--- src/rtl/seg_scan_pkg.sv ---
// Shared defaults and helpers for the multiplexed seven-segment scan driver.
package seg_scan_pkg;

    localparam int unsigned DEF_NUM_DIGITS     = 8;
    localparam int unsigned DEF_SCAN_DIV       = 100000;
    localparam int unsigned DEF_BRIGHT_W       = 4;
    localparam int unsigned DEF_DEAD_CYC       = 2;
    localparam int unsigned DEF_SEG_ACTIVE_LOW = 1;
    localparam int unsigned DEF_DIG_ACTIVE_LOW = 1;

    // Prescaler cycles per brightness code step.
    function automatic int unsigned calc_step(input int unsigned scan_div,
                                              input int unsigned bright_w);
        return scan_div / (32'd1 << bright_w);
    endfunction

endpackage

--- src/rtl/seg_scan_driver_if.sv ---
// Segment data, enables and brightness in; scanned digit/segment drive out.
interface seg_scan_driver_if #(
    parameter int unsigned NUM_DIGITS = 8,
    parameter int unsigned BRIGHT_W   = 4
) ();
    logic [NUM_DIGITS*8-1:0] i_segs;
    logic                    i_load;
    logic [NUM_DIGITS-1:0]   i_digit_en;
    logic [BRIGHT_W-1:0]     i_brightness;
    logic [7:0]              o_segments;
    logic [NUM_DIGITS-1:0]   o_digits;
    logic                    o_frame_start;

    modport master (
        output i_segs, i_load, i_digit_en, i_brightness,
        input  o_segments, o_digits, o_frame_start
    );

    modport slave (
        input  i_segs, i_load, i_digit_en, i_brightness,
        output o_segments, o_digits, o_frame_start
    );
endinterface

--- src/rtl/seg_scan_timer.sv ---
// Slot prescaler and digit index; flags the last cycle of each slot and frame.
module seg_scan_timer #(
    parameter int unsigned NUM_DIGITS = 8,
    parameter int unsigned SCAN_DIV   = 100000,
    parameter int unsigned CNT_W      = 17,
    parameter int unsigned IDX_W      = 3
) (
    input  logic             i_sclk,
    input  logic             i_reset,
    output logic [CNT_W-1:0] cnt_o,
    output logic [IDX_W-1:0] idx_o,
    output logic             slot_end_o,
    output logic             frame_end_o
);

    logic [CNT_W-1:0] cnt_q, cnt_d;
    logic [IDX_W-1:0] idx_q, idx_d;
    logic             last_digit;

    assign slot_end_o  = (cnt_q == CNT_W'(SCAN_DIV - 1));
    assign last_digit  = (idx_q == IDX_W'(NUM_DIGITS - 1));
    assign frame_end_o = slot_end_o && last_digit;
    assign cnt_o       = cnt_q;
    assign idx_o       = idx_q;

    always_comb begin
        cnt_d = cnt_q + CNT_W'(1);
        idx_d = idx_q;
        if (slot_end_o) begin
            cnt_d = '0;
            idx_d = last_digit ? '0 : idx_q + IDX_W'(1);
        end
    end

    always_ff @(posedge i_sclk or posedge i_reset) begin
        if (i_reset) begin
            cnt_q <= '0;
            idx_q <= '0;
        end else begin
            cnt_q <= cnt_d;
            idx_q <= idx_d;
        end
    end

endmodule

--- src/rtl/seg_scan_driver.sv ---
// Multiplexed seven-segment scanner with tear-free frame updates, dead-time
// blanking and per-slot PWM brightness.
module seg_scan_driver
    import seg_scan_pkg::*;
#(
    parameter int unsigned NUM_DIGITS     = DEF_NUM_DIGITS,
    parameter int unsigned SCAN_DIV       = DEF_SCAN_DIV,
    parameter int unsigned BRIGHT_W       = DEF_BRIGHT_W,
    parameter int unsigned DEAD_CYC       = DEF_DEAD_CYC,
    parameter int unsigned SEG_ACTIVE_LOW = DEF_SEG_ACTIVE_LOW,
    parameter int unsigned DIG_ACTIVE_LOW = DEF_DIG_ACTIVE_LOW
) (
    input  logic          i_sclk,
    input  logic          i_reset,
    seg_scan_driver_if.slave bus
);

    localparam int unsigned CNT_W  = $clog2(SCAN_DIV);
    localparam int unsigned IDX_W  = (NUM_DIGITS > 1) ? $clog2(NUM_DIGITS) : 1;
    localparam int unsigned STEP   = calc_step(SCAN_DIV, BRIGHT_W);
    localparam int unsigned PROD_W = BRIGHT_W + 32;
    localparam logic [7:0]            SEG_INV = (SEG_ACTIVE_LOW != 0) ? 8'hFF : 8'h00;
    localparam logic [NUM_DIGITS-1:0] DIG_INV = (DIG_ACTIVE_LOW != 0) ? '1 : '0;

    if (NUM_DIGITS < 1 || NUM_DIGITS > 16) begin : g_bad_digits
        $error("seg_scan_driver: NUM_DIGITS must be 1..16");
    end
    if (SCAN_DIV < (32'd1 << BRIGHT_W)) begin : g_bad_div
        $error("seg_scan_driver: SCAN_DIV must be >= 2**BRIGHT_W");
    end
    if (DEAD_CYC >= SCAN_DIV) begin : g_bad_dead
        $error("seg_scan_driver: DEAD_CYC must be < SCAN_DIV");
    end

    logic [CNT_W-1:0]        cnt;
    logic [IDX_W-1:0]        idx;
    logic                    slot_end, frame_end;
    logic [NUM_DIGITS*8-1:0] pending_q, pending_d, display_q, display_d;
    logic [BRIGHT_W-1:0]     bright_q, bright_d;
    logic [7:0]              seg_q, seg_d;
    logic [NUM_DIGITS-1:0]   dig_q, dig_d, dig_sel;
    logic                    fs_q, fs_d;
    logic [7:0]              byte_sel;
    logic                    en_sel, pwm_on, lit;
    logic [PROD_W-1:0]       duty_lim;

    seg_scan_timer #(
        .NUM_DIGITS (NUM_DIGITS),
        .SCAN_DIV   (SCAN_DIV),
        .CNT_W      (CNT_W),
        .IDX_W      (IDX_W)
    ) u_timer (
        .i_sclk      (i_sclk),
        .i_reset     (i_reset),
        .cnt_o       (cnt),
        .idx_o       (idx),
        .slot_end_o  (slot_end),
        .frame_end_o (frame_end)
    );

    // A load landing on the frame boundary goes straight through to display.
    assign pending_d = bus.i_load ? bus.i_segs : pending_q;
    assign display_d = frame_end ? pending_d : display_q;
    assign bright_d  = slot_end ? bus.i_brightness : bright_q;

    always_comb begin
        dig_sel  = '0;
        byte_sel = '0;
        en_sel   = 1'b0;
        for (int k = 0; k < NUM_DIGITS; k++) begin
            dig_sel[k] = (idx == IDX_W'(k));
            byte_sel   = byte_sel | ({8{dig_sel[k]}} & display_q[8*k +: 8]);
            en_sel     = en_sel | (dig_sel[k] & bus.i_digit_en[k]);
        end
    end

    assign duty_lim = PROD_W'(bright_q) * PROD_W'(STEP);
    assign pwm_on   = (&bright_q) || (PROD_W'(cnt) < duty_lim);
    assign lit      = en_sel && (cnt >= CNT_W'(DEAD_CYC)) && pwm_on;

    assign seg_d = (lit ? byte_sel : 8'h00) ^ SEG_INV;
    assign dig_d = (lit ? dig_sel : '0) ^ DIG_INV;
    assign fs_d  = (cnt == '0) && (idx == '0);

    always_ff @(posedge i_sclk or posedge i_reset) begin
        if (i_reset) begin
            pending_q <= '0;
            display_q <= '0;
            bright_q  <= '0;
            seg_q     <= SEG_INV;
            dig_q     <= DIG_INV;
            fs_q      <= 1'b0;
        end else begin
            pending_q <= pending_d;
            display_q <= display_d;
            bright_q  <= bright_d;
            seg_q     <= seg_d;
            dig_q     <= dig_d;
            fs_q      <= fs_d;
        end
    end

    assign bus.o_segments    = seg_q;
    assign bus.o_digits      = dig_q;
    assign bus.o_frame_start = fs_q;

endmodule
--- src/flat_wrapper.sv ---
// flat-port wrapper written by rule: the top's interface ports become plain ports
module seg_scan_driver_flat import seg_scan_pkg::*;
#(
    parameter int unsigned NUM_DIGITS     = DEF_NUM_DIGITS,
    parameter int unsigned SCAN_DIV       = DEF_SCAN_DIV,
    parameter int unsigned BRIGHT_W       = DEF_BRIGHT_W,
    parameter int unsigned DEAD_CYC       = DEF_DEAD_CYC,
    parameter int unsigned SEG_ACTIVE_LOW = DEF_SEG_ACTIVE_LOW,
    parameter int unsigned DIG_ACTIVE_LOW = DEF_DIG_ACTIVE_LOW
)
  (i_sclk, i_reset, bus_i_segs, bus_i_load, bus_i_digit_en, bus_i_brightness, bus_o_segments, bus_o_digits, bus_o_frame_start);
  seg_scan_driver_if #(.NUM_DIGITS(NUM_DIGITS), .BRIGHT_W(BRIGHT_W)) bus_i ();
  input  logic i_sclk;
  input  logic i_reset;
  input wire logic [$bits(bus_i.i_segs)-1:0] bus_i_segs;
  input wire logic [$bits(bus_i.i_load)-1:0] bus_i_load;
  input wire logic [$bits(bus_i.i_digit_en)-1:0] bus_i_digit_en;
  input wire logic [$bits(bus_i.i_brightness)-1:0] bus_i_brightness;
  output wire logic [$bits(bus_i.o_segments)-1:0] bus_o_segments;
  output wire logic [$bits(bus_i.o_digits)-1:0] bus_o_digits;
  output wire logic [$bits(bus_i.o_frame_start)-1:0] bus_o_frame_start;
  assign bus_i.i_segs = bus_i_segs;
  assign bus_i.i_load = bus_i_load;
  assign bus_i.i_digit_en = bus_i_digit_en;
  assign bus_i.i_brightness = bus_i_brightness;
  assign bus_o_segments = bus_i.o_segments;
  assign bus_o_digits = bus_i.o_digits;
  assign bus_o_frame_start = bus_i.o_frame_start;
  seg_scan_driver #(.NUM_DIGITS(NUM_DIGITS), .SCAN_DIV(SCAN_DIV), .BRIGHT_W(BRIGHT_W), .DEAD_CYC(DEAD_CYC), .SEG_ACTIVE_LOW(SEG_ACTIVE_LOW), .DIG_ACTIVE_LOW(DIG_ACTIVE_LOW)) u_core (.i_sclk(i_sclk), .i_reset(i_reset), .bus(bus_i));
endmodule
--- config.mk ---
export PLATFORM = sky130hd
export DESIGN_NAME = seg_scan_driver_flat
export DESIGN_NICKNAME = d
export VERILOG_FILES = /design/src/rtl/seg_scan_pkg.sv /design/src/rtl/seg_scan_driver_if.sv /design/src/rtl/seg_scan_timer.sv /design/src/rtl/seg_scan_driver.sv /design/src/flat_wrapper.sv
export SDC_FILE = /design/constraint.sdc
export NUM_CORES = 1
export LEC_CHECK = 0
export ABC_CLOCK_PERIOD_IN_PS = 14000
export BUFFER_PORTS_ARGS = -buffer_cell sky130_fd_sc_hd__buf_2
export CAP_MARGIN = 10
export CORE_MARGIN = 2
export CORE_UTILIZATION = 50
export DETAILED_ROUTE_END_ITERATION = 12
export GPL_TIMING_DRIVEN = 0
export HOLD_SLACK_MARGIN = 0.08
export PLACE_DENSITY = 0.76
export SKIP_CTS_REPAIR_TIMING = 1
export SLEW_MARGIN = 20
export SYNTH_ARGS = -nofsm -noshare
export SYNTH_HDL_FRONTEND = slang
export SYNTH_SLANG_ARGS = --single-unit
--- constraint.sdc ---
create_clock -name i_sclk -period 14 [get_ports i_sclk]
set_input_delay 0 -clock i_sclk [delete_from_list [all_inputs] [get_ports i_sclk]]
set_output_delay 0 -clock i_sclk [all_outputs]
set_load 0.03 [all_outputs]
==> flow_summary.yaml <==
cells_and_area:
  layout-drive-gt1-share_pct: 38.2
  antenna_cells_inserted: 0
  syn2layout_area_growth_pct: 26.0
  layout.cells.non_filler: 988
  nets: 885
power_and_ir_drop:
  power.density_mw_per_mm2: 108
  power.leakage_nw: 4.54
  ir_drop_v: 0.000103
  power_mw: 1.06
global_routing:
  number_of_global_route_vias_before_repair: 5305
  grt-ovfl-total: 0
  grt_max_degree: 97
  grt_antenna_before_repair: 0
  track_usage_pct: 22.2
  grt_pass1_wl_mm: 28.0
timing:
  max_slew_margin_pct: 34.2
  achievable-frequency_ghz: 0.221
  grt_setup_unrepaired: "no"
  hold_fails_final_rpt: 0
  worst-slew-pin-transition_ns: 0.986
  setup-tns-final_ns: 0
  setup_viol: 0
  post-route-min-period_ns: 4.53
  finalClockSkew_ns: 0.00976
  final_cycle_share_pct: 32.3
  max_slew_violation_count: 0
synth:
  netlist_top_cells_area: "dfrtp_1 49%, mux2_2 20%, ha_1 6.7%"
  synth_top_area_cell: "dfrtp_1"
  synth_top_area_share_pct: 48.9
  yosys_warnings: 0
  proportion_of_synthesized_chip_area_in_sequential_cells_pct: 54.3
  synth_flop_cell: "dfrtp_1"
  synthesis.nets: 702
  synth_seq_cells: 169
  syn-mean-instance-area_um2: 13.5
  async_reset_ff_share_pct: 100
  syn_area_mm2: 0.00783
  postSynthCellCount: 581
  netlist_top_cells_count: "153 x dfrtp_1, 139 x mux2_2, 42 x ha_1"
  yosysMostFrequentCell: "dfrtp_1"
  synth.lib_cells_used.distinct: 47
  edff_count_synth: 0
cts:
  cts_made_buffers: 17
  ctsRootBufferMaster: "clkbuf_16"
  worstSkewPairLatency_ns: 0.43
  cts_num_sinks: 169
  path_clk_slew_ns: 0.06
  h-tree-depth: 4
  max_buffers_root_to_sink: 2
  cts_tree: "done"
worst_setup_path:
  slowest_stage: "a2111oi_2"
  cp-start-kind: "register"
  critPathRequiredTime_ns: 14.29
  cp_cell_sequence: "ha_1 > xor2_1 > ha_1 > a21o_1 > ha_1 > a211o_1 > a21oi_1 > o21a_1 > o31ai_1 > xnor2_1 > ha_1 > a21o_1 > nand3_1 > a22oi_1 > a2111oi_2 > nand4_1"
  peak_fanout_along_the_critical_path: 7
  cpPeakStageDelay_ns: 0.92
  worst-r2r-setup-slack_ns: 9.47
  crit_path_frequent_cell: "ha_1"
  end_kind: "register"
  worst-endpoint-arrival_ns: 4.82
  critPathKind: "register to register"
route:
  drt_wl_total_mm: 18.8
  post-route-drc-count: 0
  drt-wirelength-per-cell_um: 19.0
  viasPerCell: 5.58
  ant_nets: 0
  drt-initial-drc-count: 402
  route.vias.total: 5516
  drt_pre_antenna_iters: 5
worst_hold_path:
  holdCritPathClass: "input pin to async pin"
die:
  initial_core_util_pct: 51.3
  floorplan.die_area_mm2: 0.0167
  die-width_um: 129
  coreArea_mm2: 0.0153
  num_rows: 45
  die_height_um: 129
  top_level_ports: 96
placement:
  dp_hpwl_mm: 12.8
  gp_congestion: 0.889
  place.detailed.instances: 887
  port_buffers: 94
job:
  cap_viol_max_count: 0
status:
  status: "completed"
-- worst max-delay path: cells and delay by family (launching register included) --
kind,cells,cell delay [ns]
adders and majority gates,4,1.09
AOI/OAI and AO/OA,8,2.19
xor gates and xnor gates,2,0.27
DFF,1,0.45
and+or+nand+nor,2,0.38
-- stage by stage --
stage	area, um2	worst slack [ns]	hold WS (ns)	util (%)
6_report	9860	9.47	0.179	64.6
5_1_grt	9860	9.16	0.239	64.6
3_3_place_gp	8560	7.96	0.232	56.1
2_1_floorplan	7830	9.45	0.152	-
3_5_place_dp	8590	9.59	0.0977	56.3
4_1_cts	9170	9.56	-0.367	60.1
-- final timing paths --
kind,from,end,cells after the start
max,u_core.bright_q[1],u_core.bus.o_digits[2],16
min,i_reset,u_core.pending_q[36],3
max reg2reg,u_core.bright_q[1],u_core.bus.o_digits[2],16
min reg2reg,u_core.pending_q[0],u_core.pending_q[0],1
max in group asynchronous,i_reset,u_core.bus.o_digits[2],4
min in group i_sclk,bus_i_load,u_core.pending_q[0],2
-- state kept, by name, summed over array words and instances (netlist names) --
signal and count:
u_core.pending_q 64, u_core.bright_q 4, u_core.bus.o_frame_start 1, u_core.display_q 64, u_core.u_timer.idx_o 3, u_core.u_timer.cnt_o 17, u_core.bus.o_segments 8, u_core.bus.o_digits 8
-- report_power, final --
part           internal [mW]  switching (mW)  leakage, nW  total [mW]
clock network          0.255           0.196        0.291       0.452
logic                 0.0474          0.0378         2.18      0.0852
registers              0.516          0.0109         2.08       0.527
total                  0.819           0.245         4.54        1.06
-- logic make-up (layout without fill, tap and decap cells) --
kind of cell,Yosys count,after routing,synth area share (%)
xor+xnor,26,26,2.91
flops,169,169,54.3
compound gates,65,65,6.36
mux,141,141,20.3
buf+inv,47,243,2.94
simple gates,91,91,6.51
fa+ha+maj,42,42,6.72
-- area by class of cell --
class	count	area, um2
tap	211	264
clock inverter	11	81.3
inverter	19	78.8
multi-input combinational	365	3350
buffer	28	159
timing repair buffer	164	1190
fill	1143	5400
clock buffer	21	493
sequential	169	4250
-- layout by cell type, fill, tap and decap left out, types with 3 or more instances in the layout --
master | Yosys | routed
dfrtp_1 | 153 | 153
mux2_2 | 139 | 139
buf_2 | 1 | 95
dlygate4sd3_1 | 0 | 69
ha_1 | 42 | 42
nand3_1 | 24 | 24
clkbuf_1 | 19 | 20
clkbuf_16 | 0 | 19
nor2_1 | 18 | 18
inv_1 | 18 | 17
nand2_1 | 17 | 17
dfstp_2 | 16 | 16
a222oi_1 | 15 | 15
xnor2_1 | 14 | 14
a21oi_1 | 13 | 13
xor2_1 | 12 | 12
nand4_1 | 10 | 10
buf_6 | 7 | 7
o21ai_0 | 7 | 7
a221oi_1 | 5 | 5
a21o_1 | 4 | 4
clkinv_2 | 0 | 4
inv_6 | 0 | 4
a31oi_1 | 3 | 3
a32oi_1 | 3 | 3
o211ai_1 | 3 | 3
a22oi_1 | 3 | 3
-- per-layer routing --
metal  global-route usage, %  wire [um]  vias up
li1                        -          -     2485
met1                    29.4       7940     2802
met2                    35.7       9390      196
met3                    6.11       1150       33
met4                    7.23        340        0
met5                       0          0        -
No activity file was read; power rests on OpenSTA's default activity.
